[config.mk]
export PLATFORM = sky130hd
export DESIGN_NAME = instr_fetch_unit
export DESIGN_NICKNAME = d
export VERILOG_FILES = /design/src/rtl/instr_fetch_unit.sv
export SDC_FILE = /design/constraint.sdc
export NUM_CORES = 1
export LEC_CHECK = 0
export ABC_AREA = 1
export ABC_CLOCK_PERIOD_IN_PS = 2000
export BUFFER_PORTS_ARGS = -buffer_cell sky130_fd_sc_hd__buf_2
export CORE_MARGIN = 2
export CORE_UTILIZATION = 29
export CTS_CLUSTER_SIZE = 16
export DETAILED_ROUTE_END_ITERATION = 16
export GPL_ROUTABILITY_DRIVEN = 0
export PLACE_DENSITY_LB_ADDON = 0.25
export SLEW_MARGIN = 10
export SYNTH_ARGS = -nofsm -noshare
export SYNTH_HDL_FRONTEND = slang
export SYNTH_SLANG_ARGS = --single-unit
export TNS_END_PERCENT = 50
[constraint.sdc]
create_clock -name clk -period 2 [get_ports clk]
set_input_delay 0.1 -clock clk [delete_from_list [all_inputs] [get_ports clk]]
set_output_delay 0.1 -clock clk [all_outputs]
set_load 0.005 [all_outputs]
[src/rtl/instr_fetch_unit.sv]
// Instruction fetch unit: PC register, instruction register and a three-state
// IDLE/FETCH/VALID handshake towards a combinational instruction memory.
module instr_fetch_unit #(
    parameter int unsigned byte_W = 4,
    parameter int unsigned Addr_W = 8
) (
    input  logic                  clk,
    input  logic                  reset,
    input  logic                  fetch_req,
    input  logic                  instr_ack,
    input  logic                  stall,
    input  logic                  pc_load,
    input  logic [Addr_W-1:0]     pc_target,
    output logic [Addr_W-1:0]     mem_address,
    input  logic [8*byte_W-1:0]   mem_instruction,
    output logic [8*byte_W-1:0]   instr,
    output logic                  instr_valid,
    output logic [Addr_W-1:0]     pc_out,
    output logic [Addr_W-1:0]     pc_plus8,
    output logic [15:0]           fetch_count,
    output logic                  align_err
);

    localparam int unsigned InstrW = 8 * byte_W;

    typedef enum logic [1:0] {StIdle, StFetch, StValid} state_e;

    state_e              state_q, state_d;
    logic [Addr_W-1:0]   pc_q, pc_d;
    logic [Addr_W-1:0]   target_aligned;
    logic [InstrW-1:0]   ir_q, ir_d;
    logic [15:0]         count_q, count_d;
    logic                err_q, err_d;

    // Branch targets are forced onto a word boundary.
    assign target_aligned = {pc_target[Addr_W-1:2], 2'b00};

    // Next-state logic for the FSM, PC, IR, capture counter and alignment flag.
    always_comb begin
        state_d = state_q;
        pc_d    = pc_q;
        ir_d    = ir_q;
        count_d = count_q;
        err_d   = err_q | (pc_load & (pc_target[1:0] != 2'b00));
        case (state_q)
            StIdle: begin
                if (pc_load) begin
                    pc_d = target_aligned;
                end
                // The FETCH cycle that follows reads from the freshly loaded PC.
                if (fetch_req) begin
                    state_d = StFetch;
                end
            end
            StFetch: begin
                if (pc_load) begin
                    // Flush: the in-flight fetch is dropped, IR keeps its old value.
                    pc_d    = target_aligned;
                    state_d = StIdle;
                end else if (!stall) begin
                    ir_d    = mem_instruction;
                    pc_d    = pc_q + Addr_W'(4);
                    if (count_q != 16'hFFFF) begin
                        count_d = count_q + 16'd1;
                    end
                    state_d = StValid;
                end
            end
            StValid: begin
                if (pc_load) begin
                    pc_d = target_aligned;
                end
                if (instr_ack) begin
                    state_d = StIdle;
                end
            end
            default: begin
                state_d = StIdle;
            end
        endcase
    end

    // State registers with asynchronous active-high reset.
    always_ff @(posedge clk or posedge reset) begin
        if (reset) begin
            state_q <= StIdle;
            pc_q    <= '0;
            ir_q    <= '0;
            count_q <= '0;
            err_q   <= 1'b0;
        end else begin
            state_q <= state_d;
            pc_q    <= pc_d;
            ir_q    <= ir_d;
            count_q <= count_d;
            err_q   <= err_d;
        end
    end

    assign mem_address = pc_q;
    assign pc_out      = pc_q;
    assign pc_plus8    = pc_q + Addr_W'(8);
    assign instr       = ir_q;
    assign instr_valid = (state_q == StValid);
    assign fetch_count = count_q;
    assign align_err   = err_q;

endmodule

### Yosys cells after proc, flatten, opt, wreduce, memory -nomap -nowiden

Index checks and enable logic that the tools add are counted.

* $add $sub $neg: 3
* equal/unequal tests: 7
* multiplexer cells: 9
* bitwise operators: 4
* reductions and logical operators: 8

Operator list (number)
* 2-to-1 mux 8 bit: 3
* adder 16 x 1 -> 16 bit (second input constant): 1
* != test 16 bit (second input constant): 1
* case mux 8 bit (2 select lines): 1
* AND reduction 3 bit: 3
* adder 8 x 3 -> 8 bit (second input constant): 1
* adder 8 x 4 -> 8 bit (second input constant): 1
* 2-to-1 mux 2 bit: 4
* case mux 2 bit (3 select lines): 1
* != test 2 bit (second input constant): 2
* AND reduction 4 bit: 1
* nonzero test 2 bit: 2
* != test 3 bit (second input constant): 1
* == test 2 x 1 -> 1 bit (second input constant): 1
* == test 2 bit (second input constant): 1
* zero test 2 bit: 1
* != test 2 x 1 -> 1 bit (second input constant): 1
* NOT 1 bit: 2
* OR reduction 2 bit: 1
* bitwise AND 1 bit: 1
* bitwise OR 1 bit: 1

* register bits after elaboration: 59
* output and inout port bits: 74

### Logic depth before layout (Yosys ltp)

Gate-level depths: netlist of run 1.

* depth after elaboration: 4
* mapped depth: 9

### Worst setup path after synthesis of run 1

Ideal clock, no wire load.

* path kind: reg-to-reg
* from: register count_q[0], in the netlist fetch_count[0]
* to: register count_q[2], in the netlist fetch_count[2]
* library setup time: 0.065 ns
* arrival: 1.561 ns
* setup slack: 0.374 ns
* cell stages (with the launch flop): 9
* path buffers: 1
* period minus slack after synthesis: 1.626 ns
* cell sequence: dfrtp_1 ha_1 inv_1 nor2_1 nand3_1 o21ai_1 buf_4 nand2_1 nand2_1

* word-level cells in the longest chain between the ends: 2
* elaborated cells between the ends (all ways): 3
* classes of those cells: 1 x add/sub; 1 x eq/ne; 1 x reduce/logical

RTL lines
* from (decl): line 32 `logic [15:0] count_q, count_d;`
* from (signal assigned): line 95 `count_q <= count_d;`
* parallel branches: the longest is 2 deep, another holds adder 16 x 1 -> 16 bit

Parallel ways; which one is timed is not known.
A chain may end at the register's enable or synchronous reset.

### Worst setup path after layout of run 1

* from: register count_q[1], in the netlist fetch_count[1]
* to: register count_q[9], in the netlist fetch_count[9]

Same word-level chain as after synthesis.

==> results.yml, run 1 <==
outcome:
  status: "finished clean"
cells_and_area:
  syn2layout_area_growth_pct: 42.9
  utilization: 0.430
  multiInputGateArea_um2: 1170
  stdcell_count: 645
  design_area_um2: 3990
  ff_latch_area_um2: 1430
  fin_nets: 560
  num_antenna_cells: 0
  fillerInstances: 952
  drive_gt1_frac: 0.266
power_and_ir_drop:
  leakage_nw: 2.21
  ir_worst_vdd_mv: 0.393
  clkPwrFrac: 0.260
  p_int_mw: 2.48
  p_switching_mw: 1.17
  power.density_nw_per_um2: 916
  p_sw_frac: 0.321
  p_comb_frac: 0.280
  seqPwrFrac: 0.460
synthesis:
  synthAdderAreaFrac: 0.0135
  ys_types: 25
  yosysMostFrequentCell: "nand2_1"
  syn_area_um2: 2790
  muxShareOfSynthArea: 0
  synth_edf_count: 0
  synth-simple-area-share: 0.326
  yosysSeqAreaShare: 0.511
  synth_compound_area_frac: 0.0336
  yosys_warnings: 0
  ys_async_sr_fraction: 1.00
  synth_flop_cell: "dfrtp_1"
  synth_top_area_frac: 0.511
  ys_seq_elements: 57
  ys_top_cells_by_count: "189 x nand2_1, 57 x dfrtp_1, 25 x nor2_1, 21 x inv_1, 14 x buf_4"
  synthXorXnorAreaFrac: 0.0377
  ys_top_cells_by_area: "dfrtp_1 51%, nand2_1 25%, buf_4 3.8%"
  yosys.area.top_type: "dfrtp_1"
  synth_top_family_by_area: "simple AND/OR/NAND/NOR gates"
  syn-mean-instance-area_um2: 7.71
  postSynthCellCount: 362
grt:
  grt_first_pass_wirelength_um: 12100
  gr-usage-all-layers: 0.147
  grt_use_met1: 0.190
  gr-usage-met2: 0.236
  grt_start_max_net_pins: 34
  overflow: 0
  busiest_layer: "met2"
  met3_usage: 0.0376
  antenna_found_initial: 0
  grt_pass1_vias: 2663
timing:
  skew_ns: 0.00667
  finalSetupTns_ns: 0
  finalSetupViolCount: 0
  final-hold-violation-count: 0
  rsz0062_at_grt: "no"
  tightest_slew_ns: 0.662
  final.hold.worst_slack_ns: 0.0341
  fin_crit_sh: 0.851
  relSlewSlack: 0.558
  max_freq_mhz: 588
  fin_crit_ns: 1.70
  final_max_slew_viol_count: 0
die:
  initial_core_util: 0.301
  die_h_um: 102
  core_um2: 9280
  die_w_um: 102
  io_pins: 120
  row_count: 35
  die_area_um2: 10400
routing:
  wl_per_cell_um: 11.3
  drc: 0
  ant_nets: 0
  drt_iter0_drc: 90
  drtPass1Iterations: 4
  vias_per_cell: 4.24
  vias: 2735
  drt-total-wl_um: 7260
placement:
  port_buffers: 113
  dp_hpwl_um: 5040
  placed_area_um2: 3450
  dp_cells: 593
setup_path:
  critPathBufInv: 2
  crit_top_cell: "nand2_1"
  cp_cell_sequence: "ha_1 > inv_1 > nor2_1 > nand3_1 > o21ai_1 > buf_4 > nand2_1 > nand2_1"
  cp_max_fo: 15
  crit_family: "simple AND/OR/NAND/NOR gates"
  cp-start-kind: "flip-flop"
  critical_path_class: "reg2reg"
  arrival_ns: 1.96
  cp.required_ns: 2.26
  end_kind: "flip-flop"
  critPathSlowestCell: "dfrtp_1"
  cpPeakStageDelay_ns: 0.40
clock_network:
  clk_pin_slew_ns: 0.06
  cts_buffer_depth: 2
  tritoncts: "built"
  numCtsBuffers: 9
  h-tree-depth: 3
  root_buffer: "clkbuf_8"
  insertion_delay_ns: 0.33
  cts.sinks: 57
  post_cts_resized: 0
worst_hold_path:
  hold_path.class: "in2reg"
run:
  maxCapViolCount: 0
-- power by group through the flow --
stage | clock [mW] | combinational, mW | sequential (mW)
floorplan | 0 | 0.488 | 1.70
global placement | 0 | 0.961 | 1.69
detailed placement | 0 | 0.991 | 1.69
CTS | 1.01 | 1.04 | 1.68
global route | 1.06 | 1.18 | 1.73
finish | 0.949 | 1.02 | 1.68
-- path summary, 6_finish.rpt --
check / start / to / slack [ns] / cells past startpoint
setup / recovery: fetch_count[1] / fetch_count[9] / 0.30 / 8
hold / removal: pc_target[0] / align_err / 0.03 / 3
setup reg to reg: fetch_count[1] / fetch_count[9] / 0.30 / 8
hold reg to reg: instr[22] / instr[22] / 0.47 / 2
max in group asynchronous: reset / instr[7] / 1.00 / 4
min in group asynchronous: reset / fetch_count[15] / 0.41 / 3
-- sequential cells by signal, summed over array words and instances (netlist names) --
signal,count
state_q,2
mem_address,6
instr,32
align_err,1
fetch_count,16
-- per-stage QoR --
step / power (mW) / setup WS, ns
detailed placement: 2.68 / 0.310
floorplan: 2.19 / 0.374
global route: 3.97 / 0.134
global placement: 2.65 / 0.442
CTS: 3.73 / 0.291
finish: 3.65 / 0.299
-- metal layers --
| layer | wire length [µm] | up-vias | part of all wire |
|---|---|---|---|
| met1 | 3420 | 1237 | 0.47 |
| met4 | 87 | 0 | 0.012 |
| met3 | 484 | 9 | 0.067 |
| met5 | 0 | - | 0 |
| met2 | 3270 | 95 | 0.45 |
| li1 | - | 1394 | - |
-- worst reg2reg max path: cells and delay by family (launching register included) --
family,cells,cell delay [ns]
compound gates,1,0.16
fa+ha+maj,1,0.25
buf+inv,2,0.29
flops,1,0.40
simple gates,4,0.53
-- cell families (layout without fill, tap and decap cells) --
group,after synthesis,in the layout
and+or+nand+nor,230,230
DFF,57,57
buffers and inverters,43,192
AOI/OAI and AO/OA,16,16
xor gates and xnor gates,12,12
adders and majority gates,3,3
other,1,6
-- placed cells by master, fill, tap and decap left out --
cell	count
buf_12	1
inv_1	20
a21oi_1	1
ha_1	3
o21ai_0	8
xnor2_1	5
xor2_1	7
clkbuf_8	11
nor2_1	25
nand2_1	189
buf_4	4
o21bai_1	1
inv_2	2
o21ai_1	1
a32o_1	1
conb_1	6
nor3_4	1
o22ai_1	2
dlygate4sd3_1	36
dfrtp_1	57
clkinv_2	3
a31oi_1	1
o31ai_1	1
nand4_1	5
nand2_2	1
nand3_1	8
nor2_4	1
clkbuf_1	2
buf_2	113
-- repair_timing --
item / in CTS / in global routing
hold buffers: 36 / 0
setup endpoints to repair: 0 / 0
buffers inserted: 0 / 0
endpoints found under the hold margin: 63 / 0
-- area by class of cell --
cell class / instances / share of cell area
multi-input cells: 267 / 0.293
well taps: 129 / 0.0405
repair buffers: 154 / 0.245
clock buffers: 13 / 0.0398
flip-flops and latches: 57 / 0.358
clock inverters: 3 / 0.00377
inverters: 22 / 0.0207
Power figures use the tool's default switching activity.
==> run 2, diff against run 1 <==
--- a/config.mk
+++ b/config.mk
@@ -6,14 +6,14 @@
 export NUM_CORES = 1
 export LEC_CHECK = 0
 export ABC_AREA = 1
-export ABC_CLOCK_PERIOD_IN_PS = 2000
+export ABC_CLOCK_PERIOD_IN_PS = 1750
 export BUFFER_PORTS_ARGS = -buffer_cell sky130_fd_sc_hd__buf_2
 export CORE_MARGIN = 2
 export CORE_UTILIZATION = 29
 export CTS_CLUSTER_SIZE = 16
 export DETAILED_ROUTE_END_ITERATION = 16
 export GPL_ROUTABILITY_DRIVEN = 0
-export PLACE_DENSITY_LB_ADDON = 0.25
+export PLACE_DENSITY = 0.57
 export SLEW_MARGIN = 10
 export SYNTH_ARGS = -nofsm -noshare
 export SYNTH_HDL_FRONTEND = slang
==> constraint.sdc (replaced) <==
create_clock -name clk -period 1.75 [get_ports clk]
set_input_delay 0.0875 -clock clk [delete_from_list [all_inputs] [get_ports clk]]
set_output_delay 0.0875 -clock clk [all_outputs]
set_load 0.005 [all_outputs]
==> run 2 against run 1 <==
Effect of this change: routed wire length up 0.51%; register-to-register slack lost 0.09 ns; clock skew grew 0.0032 ns; critical endpoint is now pc_plus8[7].
==> results.yml, run 2 (synthesis gave the netlist of run 1 again) <==
outcome:
  status: "finished clean"
timing:
  max_freq_mhz: 641
  fin_crit_ns: 1.56
  final_max_slew_viol_count: 0
  final.hold.worst_slack_ns: 0.0196
  skew_ns: 0.00986
  final-hold-violation-count: 0
  fin_crit_sh: 0.891
  rsz0062_at_grt: "no"
  finalSetupViolCount: 0
  finalSetupTns_ns: 0
  fin_ws_ns: 0.190
run:
  maxCapViolCount: 0
die:
  die_w_um: 102
  die_h_um: 102
  die_area_um2: 10400
  row_count: 35
  initial_core_util: 0.301
  core_um2: 9280
  io_pins: 120
setup_path:
  end_kind: "output port"
  cp_max_fo: 7
  cp.required_ns: 1.66
  cp-start-kind: "flip-flop"
  arrival_ns: 1.47
  critical_path_class: "reg2out"
clock_network:
  cts.sinks: 57
  cts_buffer_depth: 2
  numCtsBuffers: 9
  root_buffer: "clkbuf_8"
  tritoncts: "built"
  insertion_delay_ns: 0.33
  clk_pin_slew_ns: 0.06
  h-tree-depth: 3
cells_and_area:
  fin_nets: 562
  stdcell_count: 646
  layout_common_cells: "189 x nand2_1, 113 x buf_2, 56 x dfrtp_1"
  final_common_cell: "nand2_1"
  fillerInstances: 987
  num_antenna_cells: 0
  syn2layout_area_growth_pct: 43.9
  design_area_um2: 4020
  utilization: 0.432
  largest_reg_flops: 32
  drive_gt1_frac: 0.273
placement:
  port_buffers: 113
  dp_cells: 595
  dp_hpwl_um: 5000
  placed_area_um2: 3460
  dpl_worst_slack_ns: 0.192
grt:
  gr-usage-all-layers: 0.145
  overflow: 0
  antenna_found_initial: 0
  grt_start_max_net_pins: 34
  grt_first_pass_wirelength_um: 11800
  grt_pass1_vias: 2576
routing:
  vias: 2732
  drt_iter0_drc: 75
  wl_per_cell_um: 11.3
  ant_nets: 0
  drt-total-wl_um: 7300
  drc: 0
  drtPass1Iterations: 4
  vias_per_cell: 4.23
power_and_ir_drop:
  seqPwrFrac: 0.447
  p_switching_mw: 1.34
  p_comb_frac: 0.268
  power.density_nw_per_um2: 1080
  leakage_nw: 2.22
  clkPwrFrac: 0.285
  p_int_mw: 2.97
  power_mw: 4.32
  p_sw_frac: 0.311
  ir_worst_vdd_mv: 0.529
worst_hold_path:
  hold_path.class: "in2reg"
-- run 2: worst paths after layout --
path / startpoint / end / slack, ns / cells past startpoint
worst max-delay path: mem_address[3] / pc_plus8[7] / 0.19 / 4
max in group asynchronous: reset / instr[7] / 0.73 / 4
worst max register to register: fetch_count[1] / fetch_count[0] / 0.21 / 8
worst min register to register: instr[25] / instr[25] / 0.47 / 2
min in group asynchronous: reset / fetch_count[9] / 0.32 / 3
worst min-delay path: pc_target[1] / align_err / 0.02 / 3
-- run 2: per-layer routing --
layer,wire length [µm],vias to the layer above,global-route usage
li1,-,1395,-
met1,3370,1238,0.179
met2,3420,89,0.239
met3,409,10,0.0383
met4,107,0,0.0626
met5,0,-,0
-- run 2: power by group through the flow --
stage / Sequential, mW / Clock, mW / Combinational [mW]
5_1_grt: 1.98 / 1.35 / 1.35
4_1_cts: 1.93 / 1.29 / 1.18
3_5_place_dp: 1.94 / 0 / 1.12
6_report: 1.93 / 1.23 / 1.16
3_3_place_gp: 1.93 / 0 / 1.09
2_1_floorplan: 1.95 / 0 / 0.558
-- run 2: area by class of cell --
cell class / count / area [µm²] / area share
inverter: 22 / 82.6 / 0.0206
clock inverter: 3 / 40.0 / 0.00997
clock buffer: 12 / 155 / 0.0386
multi-input combinational: 267 / 1170 / 0.291
timing repair buffer: 156 / 978 / 0.244
tap: 129 / 161 / 0.0402
sequential: 57 / 1430 / 0.356
-- run 2: critical path: stages, from the launching register on --
cell     delay, ns
dfrtp_1       0.45
ha_1          0.23
nand3_1       0.11
xnor2_1       0.21
buf_2         0.15
-- run 2: repair_timing --
item / CTS / global route
gates resized for setup: 0 / 2
endpoints found under the hold margin: 55 / 0
endpoints found under the setup margin: 0 / 6
setup buffers: 0 / 0
hold buffers: 36 / 0
